===== config.mk =====
export PLATFORM = sky130hd
export DESIGN_NAME = rv32_inst_encoder_flat
export DESIGN_NICKNAME = d
export VERILOG_FILES = /design/src/rtl/rv32_inst_encoder_if.sv /design/src/rtl/rv32_inst_encoder.sv /design/src/flat_wrapper.sv
export SDC_FILE = /design/constraint.sdc
export NUM_CORES = 1
export LEC_CHECK = 0
export CAP_MARGIN = 40
export CORE_MARGIN = 2
export CORE_UTILIZATION = 60
export DETAILED_ROUTE_END_ITERATION = 6
export DONT_BUFFER_PORTS = 1
export PLACE_DENSITY = 0.81
export SYNTH_ARGS = -nofsm -noshare
export SYNTH_HDL_FRONTEND = slang
export SYNTH_SLANG_ARGS = --single-unit

===== constraint.sdc =====
create_clock -name clk -period 2 [get_ports clk]
set_input_delay 0.1 -clock clk [delete_from_list [all_inputs] [get_ports clk]]
set_output_delay 0.1 -clock clk [all_outputs]
set_load 0.02 [all_outputs]

===== src/rtl/rv32_inst_encoder_if.sv =====
// Stream bundle for the RV32 instruction encoder: per-field input stream in,
// encoded instruction word stream out.
interface rv32_inst_encoder_if;
   logic        in_valid;
   logic        in_ready;
   logic [2:0]  in_format;
   logic [6:0]  in_opcode;
   logic [4:0]  in_rd;
   logic [4:0]  in_rs1;
   logic [4:0]  in_rs2;
   logic [2:0]  in_funct3;
   logic [6:0]  in_funct7;
   logic [31:0] in_imm;
   logic        out_valid;
   logic        out_ready;
   logic [31:0] out_inst;
   logic        out_error;

   modport master (
      output in_valid, in_format, in_opcode, in_rd, in_rs1, in_rs2,
             in_funct3, in_funct7, in_imm, out_ready,
      input  in_ready, out_valid, out_inst, out_error
   );

   modport slave (
      input  in_valid, in_format, in_opcode, in_rd, in_rs1, in_rs2,
             in_funct3, in_funct7, in_imm, out_ready,
      output in_ready, out_valid, out_inst, out_error
   );
endinterface


===== src/rtl/rv32_inst_encoder.sv =====
// Two-stage RV32 instruction encoder. S1 captures the encoded word and the
// immediate range error; S2 presents them downstream. Both stages advance
// together, so the pipeline stalls as a unit and bubbles are preserved.
module rv32_inst_encoder #(
   parameter bit ZERO_ON_ERROR = 1'b1
) (
   input  logic               clk,
   input  logic               rst,
   rv32_inst_encoder_if.slave bus
);

   localparam logic [2:0] FMT_R = 3'd0;
   localparam logic [2:0] FMT_I = 3'd1;
   localparam logic [2:0] FMT_S = 3'd2;
   localparam logic [2:0] FMT_B = 3'd3;
   localparam logic [2:0] FMT_U = 3'd4;
   localparam logic [2:0] FMT_J = 3'd5;

   logic        adv;
   logic        s1_valid_q, s2_valid_q;
   logic [31:0] s1_inst_q, s2_inst_q;
   logic        s1_error_q, s2_error_q;
   logic [31:0] s1_inst_d;
   logic        s1_error_d;
   logic [31:0] imm;
   logic        imm12_ok, imm13_ok, imm21_ok;

   // out_ready reaches in_ready combinationally so a full pipe can take and
   // give a word in the same cycle.
   assign adv          = !s2_valid_q || bus.out_ready;
   assign bus.in_ready = adv;

   assign imm      = bus.in_imm;
   assign imm12_ok = (&imm[31:11]) || !(|imm[31:11]);
   assign imm13_ok = (&imm[31:12]) || !(|imm[31:12]);
   assign imm21_ok = (&imm[31:20]) || !(|imm[31:20]);

   // Field placement per format plus the range/legality error.
   always_comb begin
      s1_inst_d  = '0;
      s1_error_d = (bus.in_opcode[1:0] != 2'b11);
      case (bus.in_format)
         FMT_R: s1_inst_d = {bus.in_funct7, bus.in_rs2, bus.in_rs1, bus.in_funct3,
                             bus.in_rd, bus.in_opcode};
         FMT_I: begin
            s1_inst_d = {imm[11:0], bus.in_rs1, bus.in_funct3, bus.in_rd, bus.in_opcode};
            if (!imm12_ok) s1_error_d = 1'b1;
         end
         FMT_S: begin
            s1_inst_d = {imm[11:5], bus.in_rs2, bus.in_rs1, bus.in_funct3, imm[4:0],
                         bus.in_opcode};
            if (!imm12_ok) s1_error_d = 1'b1;
         end
         FMT_B: begin
            s1_inst_d = {imm[12], imm[10:5], bus.in_rs2, bus.in_rs1, bus.in_funct3,
                         imm[4:1], imm[11], bus.in_opcode};
            if (!imm13_ok || imm[0]) s1_error_d = 1'b1;
         end
         FMT_U: begin
            s1_inst_d = {imm[31:12], bus.in_rd, bus.in_opcode};
            if (imm[11:0] != 12'd0) s1_error_d = 1'b1;
         end
         FMT_J: begin
            s1_inst_d = {imm[20], imm[10:1], imm[11], imm[19:12], bus.in_rd,
                         bus.in_opcode};
            if (!imm21_ok || imm[0]) s1_error_d = 1'b1;
         end
         default: s1_error_d = 1'b1;
      endcase
      if (ZERO_ON_ERROR && s1_error_d) s1_inst_d = '0;
   end

   // S1: data only loads with a real transaction so idle bus contents never
   // leak into the held output.
   always_ff @(posedge clk) begin
      if (rst) begin
         s1_valid_q <= 1'b0;
         s1_inst_q  <= '0;
         s1_error_q <= 1'b0;
      end else if (adv) begin
         s1_valid_q <= bus.in_valid;
         if (bus.in_valid) begin
            s1_inst_q  <= s1_inst_d;
            s1_error_q <= s1_error_d;
         end
      end
   end

   // S2: output register, held while downstream back-pressures.
   always_ff @(posedge clk) begin
      if (rst) begin
         s2_valid_q <= 1'b0;
         s2_inst_q  <= '0;
         s2_error_q <= 1'b0;
      end else if (adv) begin
         s2_valid_q <= s1_valid_q;
         if (s1_valid_q) begin
            s2_inst_q  <= s1_inst_q;
            s2_error_q <= s1_error_q;
         end
      end
   end

   assign bus.out_valid = s2_valid_q;
   assign bus.out_inst  = s2_inst_q;
   assign bus.out_error = s2_error_q;

endmodule

===== src/flat_wrapper.sv =====
// flat-port wrapper written by rule: the top's interface ports become plain ports
module rv32_inst_encoder_flat 
#(
   parameter bit ZERO_ON_ERROR = 1'b1
)
  (clk, rst, bus_in_valid, bus_in_format, bus_in_opcode, bus_in_rd, bus_in_rs1, bus_in_rs2, bus_in_funct3, bus_in_funct7, bus_in_imm, bus_out_ready, bus_in_ready, bus_out_valid, bus_out_inst, bus_out_error);
  rv32_inst_encoder_if bus_i ();
  input  logic clk;
  input  logic rst;
  input wire logic [$bits(bus_i.in_valid)-1:0] bus_in_valid;
  input wire logic [$bits(bus_i.in_format)-1:0] bus_in_format;
  input wire logic [$bits(bus_i.in_opcode)-1:0] bus_in_opcode;
  input wire logic [$bits(bus_i.in_rd)-1:0] bus_in_rd;
  input wire logic [$bits(bus_i.in_rs1)-1:0] bus_in_rs1;
  input wire logic [$bits(bus_i.in_rs2)-1:0] bus_in_rs2;
  input wire logic [$bits(bus_i.in_funct3)-1:0] bus_in_funct3;
  input wire logic [$bits(bus_i.in_funct7)-1:0] bus_in_funct7;
  input wire logic [$bits(bus_i.in_imm)-1:0] bus_in_imm;
  input wire logic [$bits(bus_i.out_ready)-1:0] bus_out_ready;
  output wire logic [$bits(bus_i.in_ready)-1:0] bus_in_ready;
  output wire logic [$bits(bus_i.out_valid)-1:0] bus_out_valid;
  output wire logic [$bits(bus_i.out_inst)-1:0] bus_out_inst;
  output wire logic [$bits(bus_i.out_error)-1:0] bus_out_error;
  assign bus_i.in_valid = bus_in_valid;
  assign bus_i.in_format = bus_in_format;
  assign bus_i.in_opcode = bus_in_opcode;
  assign bus_i.in_rd = bus_in_rd;
  assign bus_i.in_rs1 = bus_in_rs1;
  assign bus_i.in_rs2 = bus_in_rs2;
  assign bus_i.in_funct3 = bus_in_funct3;
  assign bus_i.in_funct7 = bus_in_funct7;
  assign bus_i.in_imm = bus_in_imm;
  assign bus_i.out_ready = bus_out_ready;
  assign bus_in_ready = bus_i.in_ready;
  assign bus_out_valid = bus_i.out_valid;
  assign bus_out_inst = bus_i.out_inst;
  assign bus_out_error = bus_i.out_error;
  rv32_inst_encoder #(.ZERO_ON_ERROR(ZERO_ON_ERROR)) u_core (.clk(clk), .rst(rst), .bus(bus_i));
endmodule

==> flow_metrics.py <==
metrics = {
    "hold_path": {
        "min_path_type": "input pin to register",
        "whs_path_depth": 2,
    },
    "timing": {
        "max_freq_mhz": 567,
        "drv_slew": 0,
        "fin_crit_sh_pct": 88.2,
        "rsz0062_at_grt": "no",
        "hold_viol": 0,
        "max_slew_margin_pct": 71.7,
        "skew_ns": 0.00395,
        "worst_pin_slew_ns": 0.423,
        "final.setup.tns_ns": 0,
        "setup_viol": 0,
        "period_needed_ns": 1.76,
    },
    "layout": {
        "drive_above_1_share_pct": 15.1,
        "final_area_um2": 3640,
        "syn_to_final_growth_pct": 10.2,
        "fin_nets": 483,
        "n_antenna_cell": 0,
        "layout_common_cells": "117 x nand2_1, 68 x dfxtp_1, 51 x a21oi_1, 28 x o31ai_2, 21 x nor2_1",
        "fin_util_pct": 67.4,
        "final_common_cell": "nand2_1",
    },
    "synthesis": {
        "syn_nets": 487,
        "ys.flop_type": "dfxtp_1",
        "netlist.area_leader.share_pct": 41.2,
        "synth.distinct_cells": 37,
        "yosys_warnings": 0,
        "ys_seq_area_share_pct": 41.2,
        "synth_top_cell_by_area": "dfxtp_1",
        "ys_ff_latch": 68,
        "avgSynthCellArea_um2": 7.95,
        "synth_edf_count": 0,
        "syn_inst": 416,
        "synthesis.area_um2": 3310,
        "async_reset_ff_share_pct": 0,
        "synth_area_leaders": "dfxtp_1 41%, nand2_1 13%, o31ai_2 11%, a21oi_1 7.9%, mux2i_1 2.7%",
    },
    "placement": {
        "hpwl_mm": 5.61,
        "numPortBuffers": 0,
        "dpl_cell_area_um2": 3360,
        "routabilityCongestion": 0.878,
    },
    "clocking": {
        "cts_setup_buffers": 0,
        "cts_max_path_buffers": 2,
        "htree_levels": 3,
        "cts_tree": "built",
        "clkLatencyLatePin_ns": 0.34,
        "cts_root_buf": "clkbuf_8",
        "clock_sinks": 68,
        "clkTransAtPathRegs_ns": 0.07,
        "cts_inserted_buffers": 9,
    },
    "grt": {
        "first_global_vias": 2653,
        "grtUsageTotal_pct": 26.4,
        "grt_max_degree": 48,
        "grt_pass1_wl_mm": 12.7,
        "overflow": 0,
        "antenna_found_initial": 0,
    },
    "detailed_routing": {
        "first_pass_iters": 4,
        "drt_iter0_markers": 159,
        "routedWlPerCell_um": 16.1,
        "final_antenna_net_count": 0,
        "wl_mm": 7.86,
        "drc": 0,
        "vias": 2873,
        "routed_via_density": 5.88,
    },
    "die": {
        "placementRows": 27,
        "start_util_pct": 61.2,
        "io-pin-count": 106,
        "die_h_um": 78.2,
        "die_area_um2": 6120,
        "core_um2": 5410,
        "dieWidth_um": 78.2,
    },
    "power": {
        "ir_worst_vdd_uv": 400,
        "power.switching_mw": 0.707,
        "p_comb_share_pct": 10.5,
        "pwr-share-clk_pct": 39.0,
        "p_int_mw": 2.07,
        "p_leak_nw": 1.27,
        "switching_share_pct": 25.5,
        "pwr-share-seq_pct": 50.5,
        "p_per_area_nw_per_um2": 761,
    },
    "worst_setup_path": {
        "worstSetupPathType": "register to register",
        "critPathRequiredTime_ns": 2.25,
        "worstSetupEndpointType": "register",
        "reg2regPathDepth": 6,
        "r2r_setup_slack_ns": 0.24,
        "worstPathArrival_ns": 2.02,
        "cp-start-kind": "register",
        "cp_max_fo": 24,
    },
    "run_status": {
        "outcome": "completed",
    },
    "flow_run": {
        "cap_violations": 0,
    },
}
metrics by stage:
step	hold slack, ns	total power, mW	setup WS, ns	std cells
2_1_floorplan	0.258	1.67	0.196	416
3_3_place_gp	0.173	1.69	0.168	464
3_5_place_dp	0.175	1.69	0.145	465
4_1_cts	0.00237	2.79	0.131	489
5_1_grt	0.0117	2.88	0.0647	489
6_report	0.0107	2.77	0.235	489
worst paths after layout:
| kind | start | end |
|---|---|---|
| worst max-delay path | u_core.bus.out_valid | u_core.s1_inst_q[26] |
| worst min-delay path | bus_in_rd[4] | u_core.s1_inst_q[11] |
| worst max register to register | u_core.bus.out_valid | u_core.s1_inst_q[26] |
| worst min register to register | u_core.s1_inst_q[0] | u_core.s1_inst_q[0] |
cell usage after synthesis, types with 4 or more instances:
cell and count:
nand2_1 117, dfxtp_1 68, a21oi_1 52, o31ai_2 28, clkbuf_1 22, nor2_1 21, nor2b_1 14, a31oi_1 10
o21ai_0 10, mux2i_1 9, inv_1 8, nor4_1 6, nand4_1 5, a221oi_1 4, buf_1 4, buf_2 4
nor3_1 4
timing repair:
action,in CTS,in global routing
gates resized for setup,0,1
hold buffers,8,0
endpoints found under the setup margin,0,8
endpoints found under the hold margin,42,0
layout make-up:
cell class,count,area [µm²]
Multi-Input combinational cell,307,1780
Fill cell,482,1760
Sequential cell,68,1360
Timing Repair Buffer,18,190
Clock buffer,9,124
Tap cell,72,90.1
Clock inverter,7,66.3
Inverter,8,30.0
state kept, by name, indices dropped and copies added, names as in the netlist:
signal / cells
u_core.bus.out_error: 1
u_core.bus.out_inst: 32
u_core.bus.out_valid: 1
u_core.s1_error_q: 1
u_core.s1_inst_q: 32
u_core.s1_valid_q: 1
power by group through the flow:
stage | Clock, mW | Combinational [mW] | Sequential (mW)
floorplan | 0 | 0.244 | 1.43
global route | 1.16 | 0.325 | 1.40
finish | 1.08 | 0.292 | 1.40
CTS | 1.10 | 0.292 | 1.40
detailed placement | 0 | 0.265 | 1.43
global placement | 0 | 0.257 | 1.43
cells by family after synthesis:
family | Yosys count | synth area share [%]
AOI/OAI and AO/OA | 119 | 26.9
buffers and inverters | 41 | 5.49
DFF | 68 | 41.2
muxes | 9 | 2.72
and+or+nand+nor | 179 | 23.7
worst max-delay path, stage by stage, from the launching register on:
cell,delay (ns)
dfxtp_1,0.38
nand2b_2,0.18
nand2_1,0.15
nor3_1,0.30
o21ai_4,0.20
buf_12,0.22
o31ai_1,0.22
per-layer routing:
metal / track usage [%] / wire (µm) / up-vias
li1: - / - / 1432
met1: 34.9 / 3430 / 1315
met2: 40.1 / 3620 / 116
met3: 8.74 / 711 / 10
met4: 10.2 / 100 / 0
met5: 0 / 0 / -
Power figures use the tool's default switching activity.
